## config.mk

```make
export PLATFORM = sky130hd
export DESIGN_NAME = bstep_window_decoder
export DESIGN_NICKNAME = d
export VERILOG_FILES = /design/src/rtl/bstep_window_decoder.sv
export SDC_FILE = /design/constraint.sdc
export NUM_CORES = 1
export LEC_CHECK = 0
export CAP_MARGIN = 20
export CORE_ASPECT_RATIO = 0.75
export CORE_MARGIN = 2
export CORE_UTILIZATION = 39
export DETAILED_ROUTE_END_ITERATION = 16
export SYNTH_ARGS = -nofsm -noshare
export SYNTH_HDL_FRONTEND = slang
export SYNTH_SLANG_ARGS = --single-unit
```

## constraint.sdc

```tcl
create_clock -name clk -period 2.4 [get_ports clk]
set_clock_uncertainty 0.2 [all_clocks]
set_input_delay 0.48 -clock clk [delete_from_list [all_inputs] [get_ports clk]]
set_output_delay 0.48 -clock clk [all_outputs]
set_load 0.02 [all_outputs]
```

## src/rtl/bstep_window_decoder.sv

```systemverilog
// bstep_window_decoder: rate decoder for the binary-step activation stream.
// Counts the ones over a window of WIN accepted samples. Each completed count
// is loaded into a one-deep valid/ready holding register.
// Optional feature: define BSTEP_DEC_MAJ_EN to add the Out_maj majority flag.
module bstep_window_decoder #(
  parameter int OUT_W = 5,
  parameter int WIN   = 31   // legal range 2 .. 2**OUT_W-1
) (
  input  logic             clk,
  input  logic             rst,
  input  logic             Clear,
  input  logic             In_valid,
  output logic             In_ready,
  input  logic             In,
  output logic             Out_valid,
  input  logic             Out_ready,
`ifdef BSTEP_DEC_MAJ_EN
  output logic             Out_maj,
`endif
  output logic [OUT_W-1:0] Out
);

  localparam int IDX_W = (WIN > 2) ? $clog2(WIN) : 1;

  logic [OUT_W-1:0] cnt;
  logic [IDX_W-1:0] idx;
  logic [OUT_W-1:0] sum;
  logic             accept;
  logic             last;
  logic             done;

  // Handshake and window-end decode. Clear takes precedence over a sample
  // arriving in the same cycle, so that sample never completes a window.
  always_comb begin
    In_ready = ~Out_valid | Out_ready;
    accept   = In_valid & In_ready;
    last     = (idx == IDX_W'(WIN - 1));
    sum      = cnt + OUT_W'(In);
    done     = accept & last & ~Clear;
  end

  // Window accumulator. cnt + In is at most WIN, which is below 2**OUT_W, so
  // it cannot overflow. Stalled or idle cycles leave idx and cnt unchanged.
  always_ff @(posedge clk) begin
    if (rst) begin
      cnt <= '0;
      idx <= '0;
    end else if (Clear) begin
      cnt <= '0;
      idx <= '0;
    end else if (accept) begin
      if (last) begin
        cnt <= '0;
        idx <= '0;
      end else begin
        cnt <= sum;
        idx <= idx + 1'b1;
      end
    end
  end

  // Output holding register. A completing window reloads it even while the
  // previous result is being consumed, which keeps Out_valid high.
  always_ff @(posedge clk) begin
    if (rst) begin
      Out       <= '0;
      Out_valid <= 1'b0;
    end else if (done) begin
      Out       <= sum;
      Out_valid <= 1'b1;
    end else if (Out_valid && Out_ready) begin
      Out_valid <= 1'b0;
    end
  end

`ifdef BSTEP_DEC_MAJ_EN
  // Majority flag. It loads with Out, so it is stable for as long as Out is.
  always_ff @(posedge clk) begin
    if (rst)
      Out_maj <= 1'b0;
    else if (done)
      Out_maj <= (sum > OUT_W'(WIN / 2));
  end
`endif

endmodule
```

==> results.cfg, run 1 <==
[timing]
totalNegativeSetupSlack_ps = 0
layout_min_cycle_time_ps = 2350
whs_ps = 282
tightest_slew_ps = 346
setup_viol = 0
slew-limit-headroom = 0.768
min_period_over_period = 0.977
hold_viol = 0
max_freq_ghz = 0.426
slew_viol_final = 0
rsz0062_at_grt = false
setup_ws_ps = 54.7

[placement]
dpl.hpwl_um = 1250
io_buffer_count = 12
gp_congestion = 0.785
place_ws_ps = 52.0

[route]
num_vias = 733
drtAntennaViolNets = 0
wl_per_cell_um = 13.4
drc = 0
drtIter0Drc = 2
drt_first_pass_iters = 2
routed_wl_um = 1700
drt-vias-per-instance = 5.77

[power_and_ir_drop]
cellPowerDensity_nw_per_um2 = 455
power_uw = 445
power_leakage_uw = 0.000342
ir_drop_uv = 335

[critical_path]
critical_path_arrival_ps = 1670
path_max_fanout = 2
critPathLaunchType = input pin
reg2reg_slack_ps = 570
crit_type = in2out
required_ps = 1720
endpoint_kind = output port

[yosys]
ys.flop_type = dfxtp_1
synth_xor_area_frac = 0.0328
synth_common_cells = dfxtp_1, a21oi_1, nand4_1, a31oi_1
muxShareOfSynthArea = 0
ys_seq_area_frac = 0.399
synth_compound_area_frac = 0.248
synth_top_family_by_area = compound AO/OA/AOI/OAI gates
ys.warnings.count = 0
synth_cell_types = 34
yosysMostFrequentCell = dfxtp_1
synthSimpleGateAreaFrac = 0.200
syn_avg_cell_area_um2 = 9.01
syn-cell-area_um2 = 802
synth.area.top_cells = dfxtp_1, ha_1, nand4_1
async_flop_share = 0
synth_top_area_cell = dfxtp_1
synth_top_area_share = 0.399
ys_ff_latch = 16
synth-adder-area-share = 0.0624
syn-num-nets = 99
synth_edf_count = 0
synthCells = 89

[cts]
htree_levels = 1
clkSinkCount = 16
cts_buffer_depth = 2
cts_resized = 0
cts_root_buf = clkbuf_4
cts_hold_buf = 0
path_clk_slew_ps = 90
post_cts_buffers = 0
numCtsBuffers = 3
clkLatencyLatePin_ps = 290
cts_tree = yes

[layout]
regArea_um2 = 320
syn2layout_area_growth_pct = 21.8
n_antenna_cell = 0
drive_above_1_share = 0.0971
nets = 115
multi_input_area_um2 = 435
num-fill-cells = 206

[floorplan]
initial_core_util = 0.405
core_um2 = 1980
die_x_um = 56.4
dieHeight_um = 43.3
dieArea_um2 = 2440
io_pins = 13
fp-row-count = 14

[grt]
grt_max_degree = 15
antenna_found_initial = 0
grt.total_usage = 0.165
grt_overflow = 0
grt_first_pass_wirelength_um = 3060
grt_pass1_vias = 682

[outcome]
status = finished clean

[flow_run]
drv_cap = 0

[hold_path]
min_path_type = reg2reg
## cell usage in the layout, fill, tap and decap left out, types with 2 or more instances in the layout
cell type        count
o21ai_0              4
buf_4                5
nor2_1               3
a21oi_1              7
nand3_1              2
o22ai_1              2
o31ai_1              2
nand4_1              7
inv_1                3
nand2b_1             2
a311oi_1             2
xor2_1               2
clkbuf_4             3
ha_1                 4
nor3_1               3
clkdlybuf4s50_1     12
nand2_1              2
a31oi_1              5
a211oi_1             3
dfxtp_1             16
## through the flow
stage | std cells | area, um2 | util
6_report | 127 | 977 | 0.494
5_1_grt | 127 | 977 | 0.494
4_1_cts | 127 | 977 | 0.494
3_5_place_dp | 124 | 955 | 0.482
3_3_place_gp | 124 | 955 | 0.482
2_1_floorplan | 89 | 802 | -
## kinds of logic (layout without fill, tap and decap cells)
family          after synthesis  count (layout)
buf+inv                       9              23
xor+xnor                      3               3
flops                        16              16
simple gates                 27              27
compound gates               30              30
fa+ha+maj                     4               4
## critical path, stage by stage
cell and delay (ps):
clkdlybuf4s50_1 390, nor2b_1 170, inv_1 70, clkdlybuf4s50_1 540
## area by class of cell
class	count	area share
multi-input cells	64	0.446
flip-flops and latches	16	0.328
repair buffers	17	0.161
well taps	24	0.0307
clock buffers	3	0.0230
inverters	3	0.0115
## final timing paths
kind / startpoint / end / depth (start not counted)
hold reg to reg: Out[0] / Out[0] / 2
setup reg to reg: idx[0] / Out[2] / 5
setup / recovery: Out_ready / In_ready / 4
hold / removal: Out[0] / Out[0] / 2
## layer usage
metal | track usage | part of all wire | vias to the layer above
met1 | 0.216 | 0.53 | 339
met2 | 0.249 | 0.41 | 14
met5 | 0 | 0 | -
met3 | 0.0549 | 0.043 | 4
li1 | - | - | 376
met4 | 0.0714 | 0.014 | 0
## power by group
part	internal (uW)	switching (uW)	leakage, uW	total [uW]
clock network	58.4	82.7	0.0000138	141
logic	16.4	18.6	0.000199	34.9
registers	267	1.52	0.000129	269
## state kept, by name (all words and copies together), names as in the netlist
signal,cells
Out_valid,1
idx,5
cnt,5
Out,5
Power figures use the tool's default switching activity.
==> inputs of run 2 (changes only) <==
==> constraint.sdc (replaced) <==
create_clock -name clk -period 2.51 [get_ports clk]
set_clock_uncertainty 0.2 [all_clocks]
set_input_delay 0.6275 -clock clk [delete_from_list [all_inputs] [get_ports clk]]
set_output_delay 0.6275 -clock clk [all_outputs]
set_load 0.02 [all_outputs]
==> run 2 against run 1 <==
Count of clock-buffer cells in the layout increased by 1. Largest power group unchanged. First-iteration DRC count increased to 6.5 times the previous value. Sequential power is 4% lower. Largest cell class unchanged. Critical endpoint unchanged.
==> results.cfg, run 2 (synthesis results as in run 1) <==
[grt]
grt.total_usage = 0.172
grt_overflow = 0
grt_pass1_vias = 709
grt_max_degree = 15
grt_first_pass_wirelength_um = 3170
antenna_found_initial = 0

[floorplan]
core_um2 = 1980
dieHeight_um = 43.3
initial_core_util = 0.405
io_pins = 13
die_x_um = 56.4
fp-row-count = 14
dieArea_um2 = 2440

[route]
drt_first_pass_iters = 4
drtAntennaViolNets = 0
drc = 0
drtIter0Drc = 13
routed_wl_um = 1840
wl_per_cell_um = 14.2
num_vias = 748
drt-vias-per-instance = 5.75

[hold_path]
min_path_type = reg2reg

[power_and_ir_drop]
power_uw = 463
power_leakage_uw = 0.000356
cellPowerDensity_nw_per_um2 = 461
ir_drop_uv = 350

[cts]
cts_buffer_depth = 2
cts_tree = yes
clkLatencyLatePin_ps = 300
numCtsBuffers = 3
clkSinkCount = 16
htree_levels = 1
post_cts_buffers = 0
path_clk_slew_ps = 90
cts_root_buf = clkbuf_4

[flow_run]
drv_cap = 0

[timing]
tightest_slew_ps = 344
whs_ps = 285
slew_viol_final = 0
rsz0062_at_grt = false
hold_viol = 0
min_period_over_period = 0.958
setup_viol = 0
layout_min_cycle_time_ps = 2410
slew-limit-headroom = 0.769
totalNegativeSetupSlack_ps = 0
max_freq_ghz = 0.416

[critical_path]
critPathLaunchType = input pin
rr_endpoint = Out[2]
path_max_fanout = 2
crit_type = in2out
r2r_cells = 5
required_ps = 1680
reg2reg_slack_ps = 760
endpoint_kind = output port
critical_path_arrival_ps = 1580
setup.worst_path.end = In_ready
crit_start = Out_ready
reg2reg_from = idx[0]

[layout]
num-fill-cells = 197
final_cell_mix = dfxtp_1, clkdlybuf4s50_1, nand4_1, a21oi_1, buf_4
drive_above_1_share = 0.123
top_regs = Out (5), cnt (5), idx (5)
mostFrequentLayoutCell = dfxtp_1
n_antenna_cell = 0
syn2layout_area_growth_pct = 25.3
nets = 117

[placement]
dpl.hpwl_um = 1370
io_buffer_count = 12
gp_congestion = 0.819

[outcome]
status = finished clean
==> run 2: changes by cell type in the layout (fill, tap and decap cells not counted), sizes merged <==
cell	before	now
buf	5	7
clkbuf	3	4
clkdlybuf4s50	12	11
dlygate4sd2	0	1
==> run 2: worst max-delay path, stage by stage <==
cell	delay, ps
clkdlybuf4s50_1	400
nor2b_1	150
inv_1	80
dlygate4sd2_1	320
==> run 2: routing by layer <==
metal	track usage	vias to the layer above	wire length, um
met5	0	-	0
met3	0.0701	4	104
met4	0.0571	0	24
met2	0.254	21	758
met1	0.228	344	952
li1	-	379	-
==> run 2: how the worst min path moves through the flow <==
stage                     startpoint      to  slack, ps  cells past startpoint
after floorplan               cnt[0]  cnt[0]        250                      2
after global placement        cnt[0]  cnt[0]        260                      2
after detailed placement      Out[0]  Out[0]        260                      2
after CTS                     Out[1]  Out[1]        280                      2
after global routing          Out[0]  Out[0]        320                      2
final                         Out[1]  Out[1]        290                      2
==> run 2: through the flow <==
stage / cell area [um2] / utilization / setup slack (ps) / instances
detailed placement: 970 / 0.490 / -142 / 126
CTS: 1000 / 0.508 / 90.4 / 130
global route: 1000 / 0.508 / 53.6 / 130
floorplan: 802 / - / 621 / 89
global placement: 970 / 0.490 / -130 / 126
finish: 1000 / 0.508 / 104 / 130
==> run 2: report_power, final <==
part	switching (uW)	leakage, uW	total (uW)	internal [uW]
combinational	17.8	0.000206	34.5	16.7
clock	83.5	0.0000210	172	88.6
sequential	1.29	0.000129	257	255
==> run 2: timing repair <==
item	in CTS	in global routing
endpoints found under the setup margin	1	0
gates resized for setup	1	0
hold buffers	0	0
==> run 2: layout make-up <==
cell class                      instances  area [um2]  share of cell area
Tap cell                               24        30.0              0.0299
Timing Repair Buffer                   19         171               0.171
Clock buffer                            4        36.3              0.0361
Multi-Input combinational cell         64         435               0.433
Inverter                                3        11.3              0.0112
Sequential cell                        16         320               0.319
==> inputs of run 3 (changes only) <==
- clock period: 2.51 -> 2.65 ns (I/O delays scaled with it)
==> run 3 against run 2 <==
Power down 5.1%. Largest cell class unchanged. Utilization down 1.1 points. Critical endpoint unchanged. Sequential power down 5%.
==> results.cfg, run 3 (synthesis results as in run 1) <==
[floorplan]
dieHeight_um = 43.3
initial_core_util = 0.405
dieArea_um2 = 2440
core_um2 = 1980
die_x_um = 56.4
io_pins = 13
fp-row-count = 14

[placement]
place_ws_ps = -66.0
place_area_um2 = 947
dpl.hpwl_um = 1350
gp_congestion = 0.805
io_buffer_count = 12

[layout]
syn2layout_area_growth_pct = 22.5
final_cell_mix = dfxtp_1, clkdlybuf4s50_1, nand4_1, a21oi_1, a31oi_1
drive_above_1_share = 0.0971
final_area_um2 = 982
top_regs = Out (5), cnt (5), idx (5)
post-route-util = 0.496
nets = 114
mostFrequentLayoutCell = dfxtp_1
n_antenna_cell = 0

[timing]
max_freq_ghz = 0.406
min_period_over_period = 0.929
layout_min_cycle_time_ps = 2460
slew_viol_final = 0
whs_ps = 281
tightest_slew_ps = 387
hold_viol = 0
slew-limit-headroom = 0.741
setup_viol = 0
setup_ws_ps = 189
rsz0062_at_grt = false

[critical_path]
reg2reg_from = idx[0]
endpoint_kind = output port
rr_endpoint = Out[3]
cp_cell_sequence = clkdlybuf4s50_1, nor2b_1, inv_1, dlygate4sd2_1
path_max_fanout = 2
reg2reg_slack_ps = 730
required_ps = 1790
critical_path_arrival_ps = 1600
crit_start = Out_ready
crit_type = in2out
slowest_stage = clkdlybuf4s50_1
r2r_cells = 5
critPathLaunchType = input pin
cpPeakStageDelay_ps = 400

[grt]
grt_overflow = 0
antenna_found_initial = 0
grt_max_degree = 15
use_met3 = 0.0640
use_met2 = 0.268
grt_pass1_vias = 692
busiest_layer = met2
grt_first_pass_wirelength_um = 3380
use_met1 = 0.252
grt.total_usage = 0.185

[route]
routed_wl_um = 1910
drtAntennaViolNets = 0
drt-vias-per-instance = 5.99
drc = 0
num_vias = 761
drtIter0Drc = 12
drt_first_pass_iters = 4
wl_per_cell_um = 15.0

[power_and_ir_drop]
cellPowerDensity_nw_per_um2 = 448
power_leakage_uw = 0.000342
power_uw = 440
ir_drop_uv = 254

[cts]
numCtsBuffers = 3
htree_levels = 1
cts_tree = yes
cts_buffer_depth = 2
cts_root_buf = clkbuf_4
clkLatencyLatePin_ps = 300
clkSinkCount = 16
path_clk_slew_ps = 100

[outcome]
status = finished clean

[hold_path]
whs_path_depth = 2
min-delay-start = Out[1]
holdPathEnd = Out[1]
min_path_type = reg2reg

[flow_run]
drv_cap = 0
[run 3: cell types whose count changed in the layout (fill, tap and decap cells not counted)]
cell   delta
buf_4     -3
[run 3: power breakdown]
group	switching, uW	internal [uW]	leakage, uW
clock network	82.0	83.8	0.0000210
logic	16.8	13.9	0.000192
registers	1.33	242	0.000129
[run 3: area by class of cell]
type | instances | area [um2]
fillers | 194 | 997
multi-input cells | 64 | 435
flip-flops and latches | 16 | 320
repair buffers | 16 | 149
clock buffers | 4 | 36.3
well taps | 24 | 30.0
inverters | 3 | 11.3
[run 3: critical path: cells and delay by family]
kind,cells,cell delay [ps]
AND/OR/NAND/NOR,1,140
buffers and inverters,3,800
[run 3: routing by layer]
layer / vias to the layer above / share of wire
met5: - / 0
met4: 0 / 0.0058
met3: 2 / 0.072
met2: 28 / 0.41
met1: 355 / 0.51
li1: 376 / -
[run 3: what timing repair did]
item                                    4_1_cts  5_1_grt
gates resized for setup                       1        0
setup buffers                                 0        0
hold buffers                                  0        0
endpoints found under the setup margin        1        0
[run 3: how the worst max path moves through the flow]
stage	end	slack, ps	cells past startpoint
after global placement	In_ready	-60	4
after floorplan	In_ready	690	3
after CTS	In_ready	180	4
after detailed placement	In_ready	-70	4
after global routing	In_ready	140	4
final	In_ready	190	4
[run 3: metrics by stage]
step | std cells | TNS, ps
final | 127 | 0
after floorplan | 89 | 0
after global placement | 123 | -64.6
after CTS | 127 | 0
after detailed placement | 123 | -66.0
after global routing | 127 | 0
